`src/rtl/mux_scan_pkg.sv`:
```
// Shared definitions for the mux scan sequencer: state encoding and widths.
// Imported by mux_scan_ctrl and dwell_timer.
package mux_scan_pkg;

  localparam int DWELL_W   = 4;
  localparam int N_SEL_DEF = 2;

  typedef enum logic [1:0] {
    ST_IDLE   = 2'd0,
    ST_SETTLE = 2'd1,
    ST_HOLD   = 2'd2
  } state_t;

endpackage

```
`src/rtl/mux_scan_ctrl_dwell_timer.sv`:
```
// Loadable dwell counter with clear, enable and a terminal-count flag.
// The count wraps to zero on the enabled cycle where it reaches term.
module dwell_timer
  import mux_scan_pkg::*;
(
  input  logic               clk,
  input  logic               rst_n,
  input  logic               clr,
  input  logic               en,
  input  logic               load,
  input  logic [DWELL_W-1:0] load_val,
  input  logic [DWELL_W-1:0] term,
  output logic               tc
);

  logic [DWELL_W-1:0] count_r;

  // dwell count register
  always_ff @(posedge clk) begin
    if (!rst_n) begin
      count_r <= {DWELL_W{1'b0}};
    end else if (clr) begin
      count_r <= {DWELL_W{1'b0}};
    end else if (load) begin
      count_r <= load_val;
    end else if (en) begin
      if (tc) begin
        count_r <= {DWELL_W{1'b0}};
      end else begin
        count_r <= count_r + DWELL_W'(1);
      end
    end else begin
      count_r <= count_r;
    end
  end

  assign tc = (count_r == term);

endmodule

```
`src/rtl/mux_scan_ctrl.sv`:
```
// Scan sequencer for the mux tree: steps sel through every channel, samples
// mux_y on the last dwell cycle of each, and hands the snapshot over valid/ready.
module mux_scan_ctrl
  import mux_scan_pkg::*;
#(
  parameter int N_SEL = N_SEL_DEF,
  parameter int DWELL = 2
) (
  input  logic                  clk,
  input  logic                  rst_n,
  input  logic                  start,
  input  logic                  mux_y,
  output logic [N_SEL-1:0]      sel,
  output logic                  busy,
  output logic [(2**N_SEL)-1:0] data,
  output logic                  data_valid,
  input  logic                  data_ready
);

  localparam int                 CH       = 2**N_SEL;
  localparam logic [DWELL_W-1:0] TERM     = DWELL_W'(DWELL - 1);
  localparam logic [N_SEL-1:0]   SEL_LAST = N_SEL'(CH - 1);

  state_t          state_r, state_nxt;
  logic [N_SEL-1:0] sel_r, sel_nxt;
  logic            busy_r, busy_nxt;
  logic            valid_r, valid_nxt;
  logic [CH-1:0]   data_r, data_nxt;
  logic [CH-1:0]   shadow_r, shadow_nxt;
  logic            tc_s;

  // Counter is held clear outside SETTLE, so every channel starts from zero.
  dwell_timer u_timer (
    .clk      (clk),
    .rst_n    (rst_n),
    .clr      (state_r != ST_SETTLE),
    .en       (state_r == ST_SETTLE),
    .load     (1'b0),
    .load_val ({DWELL_W{1'b0}}),
    .term     (TERM),
    .tc       (tc_s)
  );

  // state and output registers
  always_ff @(posedge clk) begin
    if (!rst_n) begin
      state_r  <= ST_IDLE;
      sel_r    <= {N_SEL{1'b0}};
      busy_r   <= 1'b0;
      valid_r  <= 1'b0;
      data_r   <= {CH{1'b0}};
      shadow_r <= {CH{1'b0}};
    end else begin
      state_r  <= state_nxt;
      sel_r    <= sel_nxt;
      busy_r   <= busy_nxt;
      valid_r  <= valid_nxt;
      data_r   <= data_nxt;
      shadow_r <= shadow_nxt;
    end
  end

  // next-state logic
  always_comb begin
    state_nxt = state_r;
    case (state_r)
      ST_IDLE: begin
        if (start) state_nxt = ST_SETTLE;
        else       state_nxt = ST_IDLE;
      end
      ST_SETTLE: begin
        if (tc_s && (sel_r == SEL_LAST)) state_nxt = ST_HOLD;
        else                             state_nxt = ST_SETTLE;
      end
      ST_HOLD: begin
        if (data_ready) state_nxt = start ? ST_SETTLE : ST_IDLE;
        else            state_nxt = ST_HOLD;
      end
      default: state_nxt = ST_IDLE;
    endcase
  end

  // next values of the registered outputs and the shadow snapshot
  always_comb begin
    sel_nxt    = sel_r;
    busy_nxt   = busy_r;
    valid_nxt  = valid_r;
    data_nxt   = data_r;
    shadow_nxt = shadow_r;
    case (state_r)
      ST_IDLE: begin
        sel_nxt   = {N_SEL{1'b0}};
        valid_nxt = 1'b0;
        if (start) begin
          busy_nxt   = 1'b1;
          shadow_nxt = {CH{1'b0}};
        end else begin
          busy_nxt = 1'b0;
        end
      end
      ST_SETTLE: begin
        busy_nxt = 1'b1;
        if (tc_s) begin
          shadow_nxt[sel_r] = mux_y;
          if (sel_r == SEL_LAST) begin
            data_nxt  = shadow_nxt;
            valid_nxt = 1'b1;
          end else begin
            sel_nxt = sel_r + N_SEL'(1);
          end
        end else begin
          sel_nxt = sel_r;
        end
      end
      ST_HOLD: begin
        if (data_ready) begin
          valid_nxt = 1'b0;
          sel_nxt   = {N_SEL{1'b0}};
          if (start) begin
            busy_nxt   = 1'b1;
            shadow_nxt = {CH{1'b0}};
          end else begin
            busy_nxt = 1'b0;
          end
        end else begin
          valid_nxt = 1'b1;
        end
      end
      default: begin
        sel_nxt   = {N_SEL{1'b0}};
        busy_nxt  = 1'b0;
        valid_nxt = 1'b0;
      end
    endcase
  end

  assign sel        = sel_r;
  assign busy       = busy_r;
  assign data       = data_r;
  assign data_valid = valid_r;

endmodule

```
`config.mk`:
```
export PLATFORM = sky130hd
export DESIGN_NAME = mux_scan_ctrl
export DESIGN_NICKNAME = d
export VERILOG_FILES = /design/src/rtl/mux_scan_pkg.sv /design/src/rtl/mux_scan_ctrl_dwell_timer.sv /design/src/rtl/mux_scan_ctrl.sv
export SDC_FILE = /design/constraint.sdc
export NUM_CORES = 1
export LEC_CHECK = 0
export ABC_AREA = 1
export CAP_MARGIN = 20
export CORE_MARGIN = 2
export CORE_UTILIZATION = 35
export CTS_BUF_LIST = sky130_fd_sc_hd__clkbuf_4
export CTS_CLUSTER_SIZE = 20
export DETAILED_ROUTE_END_ITERATION = 6
export SLEW_MARGIN = 20
export SYNTH_ARGS = -nofsm -noshare
export SYNTH_HDL_FRONTEND = slang
export SYNTH_SLANG_ARGS = --single-unit
export TNS_END_PERCENT = 20
```
`constraint.sdc`:
```
create_clock -name clk -period 2.05 [get_ports clk]
set_clock_uncertainty 0.2 [all_clocks]
set_input_delay 0.205 -clock clk [delete_from_list [all_inputs] [get_ports clk]]
set_output_delay 0.205 -clock clk [all_outputs]
set_load 0.05 [all_outputs]
```
==> load_flow_metrics.sql, run 1 <==
INSERT INTO impl_metrics (metric_group, metric, value, unit) VALUES
('setup_path', 'cp-start-kind', 'flip-flop', ''),
('power', 'ir_drop', '0.415', 'mV'),
('synthesis', 'synth.top_cell.area_share', '35.0', '%'),
('power', 'p_leak', '0.539', 'nW'),
('setup_path', 'worstPathMaxFanout', '5', ''),
('worst_hold_path', 'hold_path_depth', '2', ''),
('drt', 'vias_per_cell', '4.62', ''),
('clocking', 'clk-insertion-delay-late', '290', 'ps'),
('placement', 'gp_congestion', '0.785', ''),
('final_layout', 'layout_common_cells', 'sky130_fd_sc_hd__nand2_1 (30), sky130_fd_sc_hd__inv_1 (24), sky130_fd_sc_hd__dfxtp_1 (17)', ''),
('final_layout', 'fillerInstances', '288', ''),
('placement', 'dpl.hpwl', '1530', 'um'),
('synthesis', 'synthesis.yosys.warnings', '0', ''),
('setup_path', 'critPathTopFamily', 'buffers and inverters', ''),
('synthesis', 'netlist_top_cells_area', 'sky130_fd_sc_hd__dfxtp_1 (35%), sky130_fd_sc_hd__nand2_1 (12%), sky130_fd_sc_hd__ha_1 (10%)', ''),
('sta', 'finalCriticalPeriod', '1930', 'ps'),
('sta', 'rsz_0062_raised_after_global_routing', 'no', ''),
('drt', 'first_iter_violations', '21', ''),
('drt', 'routed-via-count', '868', ''),
('power', 'power.density', '568', 'nW/um2'),
('synthesis', 'synth_nets', '154', ''),
('clocking', 'clock_sink_count', '17', ''),
('sta', 'maxSlewViolCount', '0', ''),
('clocking', 'cts-root-to-sink-buffers', '2', ''),
('grt', 'antenna_violations_before_repair', '0', ''),
('floorplan', 'fp.dieW', '56.7', 'um'),
('final_layout', 'layout.core_utilization', '43.2', '%'),
('clocking', 'post_cts.repair.setup_buffers', '0', ''),
('floorplan', 'start_util', '36.2', '%'),
('clocking', 'cts_max_level', '1', ''),
('drt', 'finalWirelength', '1870', 'um'),
('sta', 'hold_violations', '0', ''),
('placement', 'detailedPlace.worstSlack', '443', 'ps'),
('synthesis', 'post_synth_inst_count', '141', ''),
('setup_path', 'path_cells', 'clkdlybuf4s50_1', ''),
('drt', 'post_drt_wl_per_cell', '9.95', 'um'),
('final_layout', 'final_nets', '171', ''),
('worst_hold_path', 'hold_path_class', 'reg2reg', ''),
('synthesis', 'yosysSeqAreaShare', '35.0', '%'),
('grt', 'pin_count_of_the_biggest_net_entering_global_routing', '11', ''),
('setup_path', 'critPathBufInv', '1', ''),
('final_layout', 'antenna_cells_inserted', '0', ''),
('drt', 'antenna_violating_nets_post_route', '0', ''),
('sta', 'worstMarginPinSlew', '496', 'ps'),
('grt', 'grt_first_pass_wirelength', '3410', 'um'),
('setup_path', 'critical_path_at', '1520', 'ps'),
('synthesis', 'synth.distinct_cells', '19', ''),
('clocking', 'tritoncts', 'yes', ''),
('setup_path', 'worst_ep_required_time', '1640', 'ps'),
('synthesis', 'yosys_register_bits', '17', ''),
('drt', 'number_of_iterations_in_the_first_detailed_routing_pass', '4', ''),
('clocking', 'cts_hold_repair.buffers', '0', ''),
('floorplan', 'die_y', '56.7', 'um'),
('drt', 'detail_route.drc_violations', '0', ''),
('synthesis', 'post_synth.cell_area_avg', '6.90', 'um2'),
('grt', 'gr_util_all_layers', '13.2', '%'),
('setup_path', 'slowest_delay', '830', 'ps'),
('grt', 'globalRouteOverflowTotal', '0', ''),
('sta', 'upper_clock_frequency_limit', '0.519', 'GHz'),
('floorplan', 'design.core.area', '2690', 'um2'),
('floorplan', 'fp-row-count', '19', ''),
('setup_path', 'cp_slowest_cell', 'sky130_fd_sc_hd__clkdlybuf4s50_1', ''),
('floorplan', 'boundaryPins', '13', ''),
('outcome', 'outcome', 'complete, no violations', ''),
('final_layout', 'most_common_cell_after_layout_fill_and_taps_aside', 'sky130_fd_sc_hd__nand2_1', ''),
('flow_run', 'cap_viol_max_count', '0', ''),
('sta', 'setup_violations', '0', ''),
('sta', 'totalNegativeSetupSlack', '0', 'ps'),
('setup_path', 'setup.worst_path.class', 'reg2out', ''),
('final_layout', 'drive_above_1_share', '12.7', '%'),
('clocking', 'cts_resized', '0', '');
worst paths after layout:
path	start	endpoint	slack, ps
worst max-delay path	sel[0]	sel[0]	120
worst min-delay path	data[2]	data[2]	280
worst max register to register	state_r[0]	shadow_r[2]	440
worst min register to register	data[2]	data[2]	280
state kept, by name, indices dropped and copies added, names as in the netlist:
name / flops
u_timer.count_r: 4
sel: 2
data_valid: 1
shadow_r: 3
data: 4
busy: 1
state_r: 2
final cells by class:
type                            count  area (um2)  area share, %
Tap cell                           31        38.8           3.34
Timing Repair Buffer               14         135           11.7
Clock inverter                      1        5.00          0.432
Multi-Input combinational cell     96         520           44.9
Clock buffer                        3        22.5           1.94
Sequential cell                    17         340           29.3
Inverter                           26        97.6           8.41
where the power goes:
group	internal [mW]	switching, mW	leakage (nW)
Clock	0.0726	0.105	0.0177
Combinational	0.0495	0.0780	0.383
Sequential	0.343	0.00988	0.138
synth_stat cells (all sizes together):
cell,n
o21ai,3
nand4,2
inv,26
xor2,1
a21oi,14
ha,8
nor3,1
or2,1
dfxtp,17
nand2,38
nor2,18
buf,2
nand3,10
metrics by stage:
stage	instances	cell area [um2]	hold slack [ps]	power [mW]
finish	188	1160	284	0.659
detailed placement	184	1130	266	0.489
floorplan	141	973	140	0.454
global route	188	1160	301	0.706
global placement	184	1130	257	0.488
CTS	188	1160	283	0.672
layer usage:
layer	wire, um	track usage (%)	up-vias
met5	0	0	-
met1	873	16.3	392
li1	-	-	462
met3	79	4.15	0
met2	917	22.3	14
met4	0	2.99	0
worst register-to-register path: cells and delay by family (launching register included):
kind          cells  cell delay, ps
fa+ha+maj         1             250
buf+inv           2             220
flops             1             410
simple gates      5             420
cell families after synthesis:
group,Yosys count,share of synthesized area (%)
AND/OR/NAND/NOR,70,33.5
XOR/XNOR,1,0.900
AO/OA/AOI/OAI,17,8.74
buffers and inverters,28,11.6
adder cells (fa/ha/maj),8,10.3
flip-flops,17,35.0
No activity file was read; power rests on OpenSTA's default activity.
==> run 2, diff against run 1 <==
--- a/config.mk
+++ b/config.mk
@@ -6,14 +6,15 @@
 export NUM_CORES = 1
 export LEC_CHECK = 0
 export ABC_AREA = 1
-export CAP_MARGIN = 20
 export CORE_MARGIN = 2
 export CORE_UTILIZATION = 35
 export CTS_BUF_LIST = sky130_fd_sc_hd__clkbuf_4
+export CTS_CLUSTER_DIAMETER = 200
 export CTS_CLUSTER_SIZE = 20
 export DETAILED_ROUTE_END_ITERATION = 6
 export SLEW_MARGIN = 20
 export SYNTH_ARGS = -nofsm -noshare
 export SYNTH_HDL_FRONTEND = slang
+export SYNTH_HIERARCHICAL = 1
 export SYNTH_SLANG_ARGS = --single-unit
 export TNS_END_PERCENT = 20
==> run 2 against run 1 <==
  * Die area increased by 6.4%
  * Register-to-register slack got worse by 160 ps
  * First-iteration DRC count increased by 57%
  * Critical endpoint unchanged
  * Largest cell class unchanged
  * Largest power group unchanged
==> load_flow_metrics.sql, run 2 <==
INSERT INTO impl_metrics (metric_group, metric, value, unit) VALUES
('outcome', 'outcome', 'complete, no violations', ''),
('clocking', 'clock_sink_count', '17', ''),
('setup_path', 'reg2reg_slack', '280', 'ps'),
('grt', 'globalRouteOverflowTotal', '0', ''),
('synthesis', 'synth.top_cell.area_share', '32.7', '%'),
('clocking', 'cts_max_level', '1', ''),
('clocking', 'post_cts.repair.setup_buffers', '0', ''),
('synthesis', 'post_synth_inst_count', '153', ''),
('sta', 'max-slew-margin-rel', '66.4', '%'),
('floorplan', 'start_util', '37.4', '%'),
('synthesis', 'yosysSeqAreaShare', '32.7', '%'),
('sta', 'hold_violations', '0', ''),
('final_layout', 'fillerInstances', '289', ''),
('setup_path', 'setup.worst_path.class', 'reg2out', ''),
('synthesis', 'post_synth_edffs', '0', ''),
('floorplan', 'fp-row-count', '19', ''),
('power', 'power.density', '557', 'nW/um2'),
('synthesis', 'synthesis.yosys.warnings', '6', ''),
('placement', 'portBuffers', '12', ''),
('flow_run', 'cap_viol_max_count', '0', ''),
('synthesis', 'async_flop_share', '0', '%'),
('grt', 'first_global_vias', '905', ''),
('sta', 'setup_violations', '0', ''),
('synthesis', 'post_synth_instance_area', '1040', 'um2'),
('synthesis', 'synth_ff_type', 'sky130_fd_sc_hd__dfxtp_1', ''),
('final_layout', 'layout_stage_area_growth_over_the_synthesis_result', '22.5', '%'),
('synthesis', 'synthDominantAreaCellType', 'sky130_fd_sc_hd__dfxtp_1', ''),
('floorplan', 'die_area', '3430', 'um2'),
('grt', 'pin_count_of_the_biggest_net_entering_global_routing', '13', ''),
('placement', 'gp_congestion', '0.806', ''),
('synthesis', 'synth_commonest_cells', 'sky130_fd_sc_hd__nand2_1 (40), sky130_fd_sc_hd__inv_1 (22), sky130_fd_sc_hd__dfxtp_1 (17)', ''),
('setup_path', 'endpoint_kind', 'output port', ''),
('clocking', 'cts.reportedPaths.clkPinSlew', '100', 'ps'),
('grt', 'grt_first_pass_wirelength', '3750', 'um'),
('clocking', 'root_buffer', 'sky130_fd_sc_hd__clkbuf_4', ''),
('setup_path', 'path_cells', 'clkdlybuf4s50_1', ''),
('floorplan', 'die_y', '58.5', 'um'),
('floorplan', 'boundaryPins', '13', ''),
('sta', 'finalCriticalPeriod', '1950', 'ps'),
('final_layout', 'drive_above_1_share', '8.70', '%'),
('drt', 'finalWirelength', '2150', 'um'),
('setup_path', 'critPathBufInv', '1', ''),
('setup_path', 'critPathTopFamily', 'buffers and inverters', ''),
('sta', 'fin_hold_ws', '270', 'ps'),
('power', 'p_leak', '0.606', 'nW'),
('synthesis', 'synth.distinct_cells', '22', ''),
('synthesis', 'netlist_top_cells_area', 'sky130_fd_sc_hd__dfxtp_1 (33%), sky130_fd_sc_hd__nand2_1 (14%), sky130_fd_sc_hd__ha_1 (11%)', ''),
('power', 'ir_drop', '0.384', 'mV'),
('setup_path', 'slowest_delay', '830', 'ps'),
('drt', 'number_of_iterations_in_the_first_detailed_routing_pass', '4', ''),
('clocking', 'cts_resized', '0', ''),
('clocking', 'clk-insertion-delay-late', '290', 'ps'),
('drt', 'routed-via-count', '935', ''),
('sta', 'maxSlewViolCount', '0', ''),
('setup_path', 'worst_ep_required_time', '1640', 'ps'),
('drt', 'antenna_violating_nets_post_route', '0', ''),
('grt', 'antenna_violations_before_repair', '0', ''),
('clocking', 'tritoncts', 'yes', ''),
('sta', 'upper_clock_frequency_limit', '0.514', 'GHz'),
('sta', 'rsz_0062_raised_after_global_routing', 'no', ''),
('clocking', 'cts-root-to-sink-buffers', '2', ''),
('synthesis', 'synthMostInstantiatedCell', 'sky130_fd_sc_hd__nand2_1', ''),
('final_layout', 'layout_common_cells', 'sky130_fd_sc_hd__nand2_1 (40), sky130_fd_sc_hd__inv_1 (22), sky130_fd_sc_hd__conb_1 (18)', ''),
('placement', 'dpl.hpwl', '1700', 'um'),
('setup_path', 'cp-start-kind', 'flip-flop', ''),
('grt', 'gr_util_all_layers', '14.6', '%'),
('clocking', 'cts_hold_repair.buffers', '0', ''),
('drt', 'vias_per_cell', '4.35', ''),
('drt', 'detail_route.drc_violations', '0', ''),
('drt', 'first_iter_violations', '33', ''),
('worst_hold_path', 'hold_path_class', 'reg2reg', ''),
('setup_path', 'cp_slowest_cell', 'sky130_fd_sc_hd__clkdlybuf4s50_1', ''),
('sta', 'final_min_period_over_clock_period', '95.0', '%'),
('floorplan', 'fp.dieW', '58.5', 'um'),
('setup_path', 'worstPathMaxFanout', '5', ''),
('synthesis', 'post_synth.cell_area_avg', '6.80', 'um2'),
('final_layout', 'antenna_cells_inserted', '0', ''),
('clocking', 'numCtsBuffers', '3', ''),
('final_layout', 'most_common_cell_after_layout_fill_and_taps_aside', 'sky130_fd_sc_hd__nand2_1', ''),
('synthesis', 'yosys_register_bits', '17', ''),
('final_layout', 'final_nets', '199', ''),
('setup_path', 'critical_path_at', '1540', 'ps'),
('sta', 'worstMarginPinSlew', '502', 'ps'),
('sta', 'totalNegativeSetupSlack', '0', 'ps'),
('drt', 'post_drt_wl_per_cell', '9.99', 'um'),
('floorplan', 'design.core.area', '2780', 'um2'),
('power', 'total_power', '711', 'uW');
run 2: cell types whose count changed after synthesis, sizes merged, moves of 2 or more:
cell | previous run | this run
a22oi | 0 | 4
conb | 0 | 2
nor2 | 18 | 16
nand2 | 38 | 44
a21oi | 14 | 11
or2 | 1 | 3
nand3 | 10 | 13
run 2: cell type report:
type                       instances  area, um2  area share [%]
inverter                          25       96.3            7.56
multi-input combinational        125        642            50.3
clock buffer                       4       30.0            2.36
tap                               31       38.8            3.04
sequential                        17        340            26.7
timing repair buffer              13        128            10.0
run 2: kinds of logic (layout without fill, tap and decap cells):
family          after synthesis  in the layout  share of synthesized area [%]
simple gates                 77             77                           32.2
buf+inv                      27             42                           11.4
compound gates               19             19                           10.5
flops                        17             17                           32.7
fa+ha+maj                     9              9                           10.8
other cells                   2             18                          0.721
xor+xnor                      2              2                           1.68
run 2: final timing paths:
kind | endpoint | start | cells past startpoint
setup / recovery | sel[0] | sel[0] | 1
hold / removal | data[3] | data[3] | 2
setup reg to reg | state_r[1] | state_r[0] | 5
hold reg to reg | data[3] | data[3] | 2
run 2: routing by layer:
metal	track usage [%]	vias to the layer above	wire, um
li1	-	517	-
met1	17.3	398	1050
met2	24.6	15	969
met3	3.08	5	87
met4	7.97	0	44
met5	0	-	0
run 2: where the power goes:
group          total [mW]  internal, mW  switching [mW]
Clock               0.195        0.0889           0.106
Combinational       0.158        0.0592          0.0986
Sequential          0.358         0.345          0.0127
run 2: stage by stage:
stage / cells / setup WS (ps) / area (um2) / util (%)
floorplan: 169 / 224 / 1100 / -
global placement: 211 / 343 / 1240 / 44.8
detailed placement: 211 / 309 / 1240 / 44.8
CTS: 215 / 85.7 / 1270 / 45.8
global route: 215 / 31.1 / 1270 / 45.8
finish: 215 / 103 / 1270 / 45.8
==> run 3, diff against run 2 <==
--- a/config.mk
+++ b/config.mk
@@ -12,6 +12,7 @@
 export CTS_CLUSTER_DIAMETER = 200
 export CTS_CLUSTER_SIZE = 20
 export DETAILED_ROUTE_END_ITERATION = 6
+export SKIP_LAST_GASP = 1
 export SLEW_MARGIN = 20
 export SYNTH_ARGS = -nofsm -noshare
 export SYNTH_HDL_FRONTEND = slang
==> results of run 3 <==
The final DEF is identical to that of run 2; final timing and power are the same.
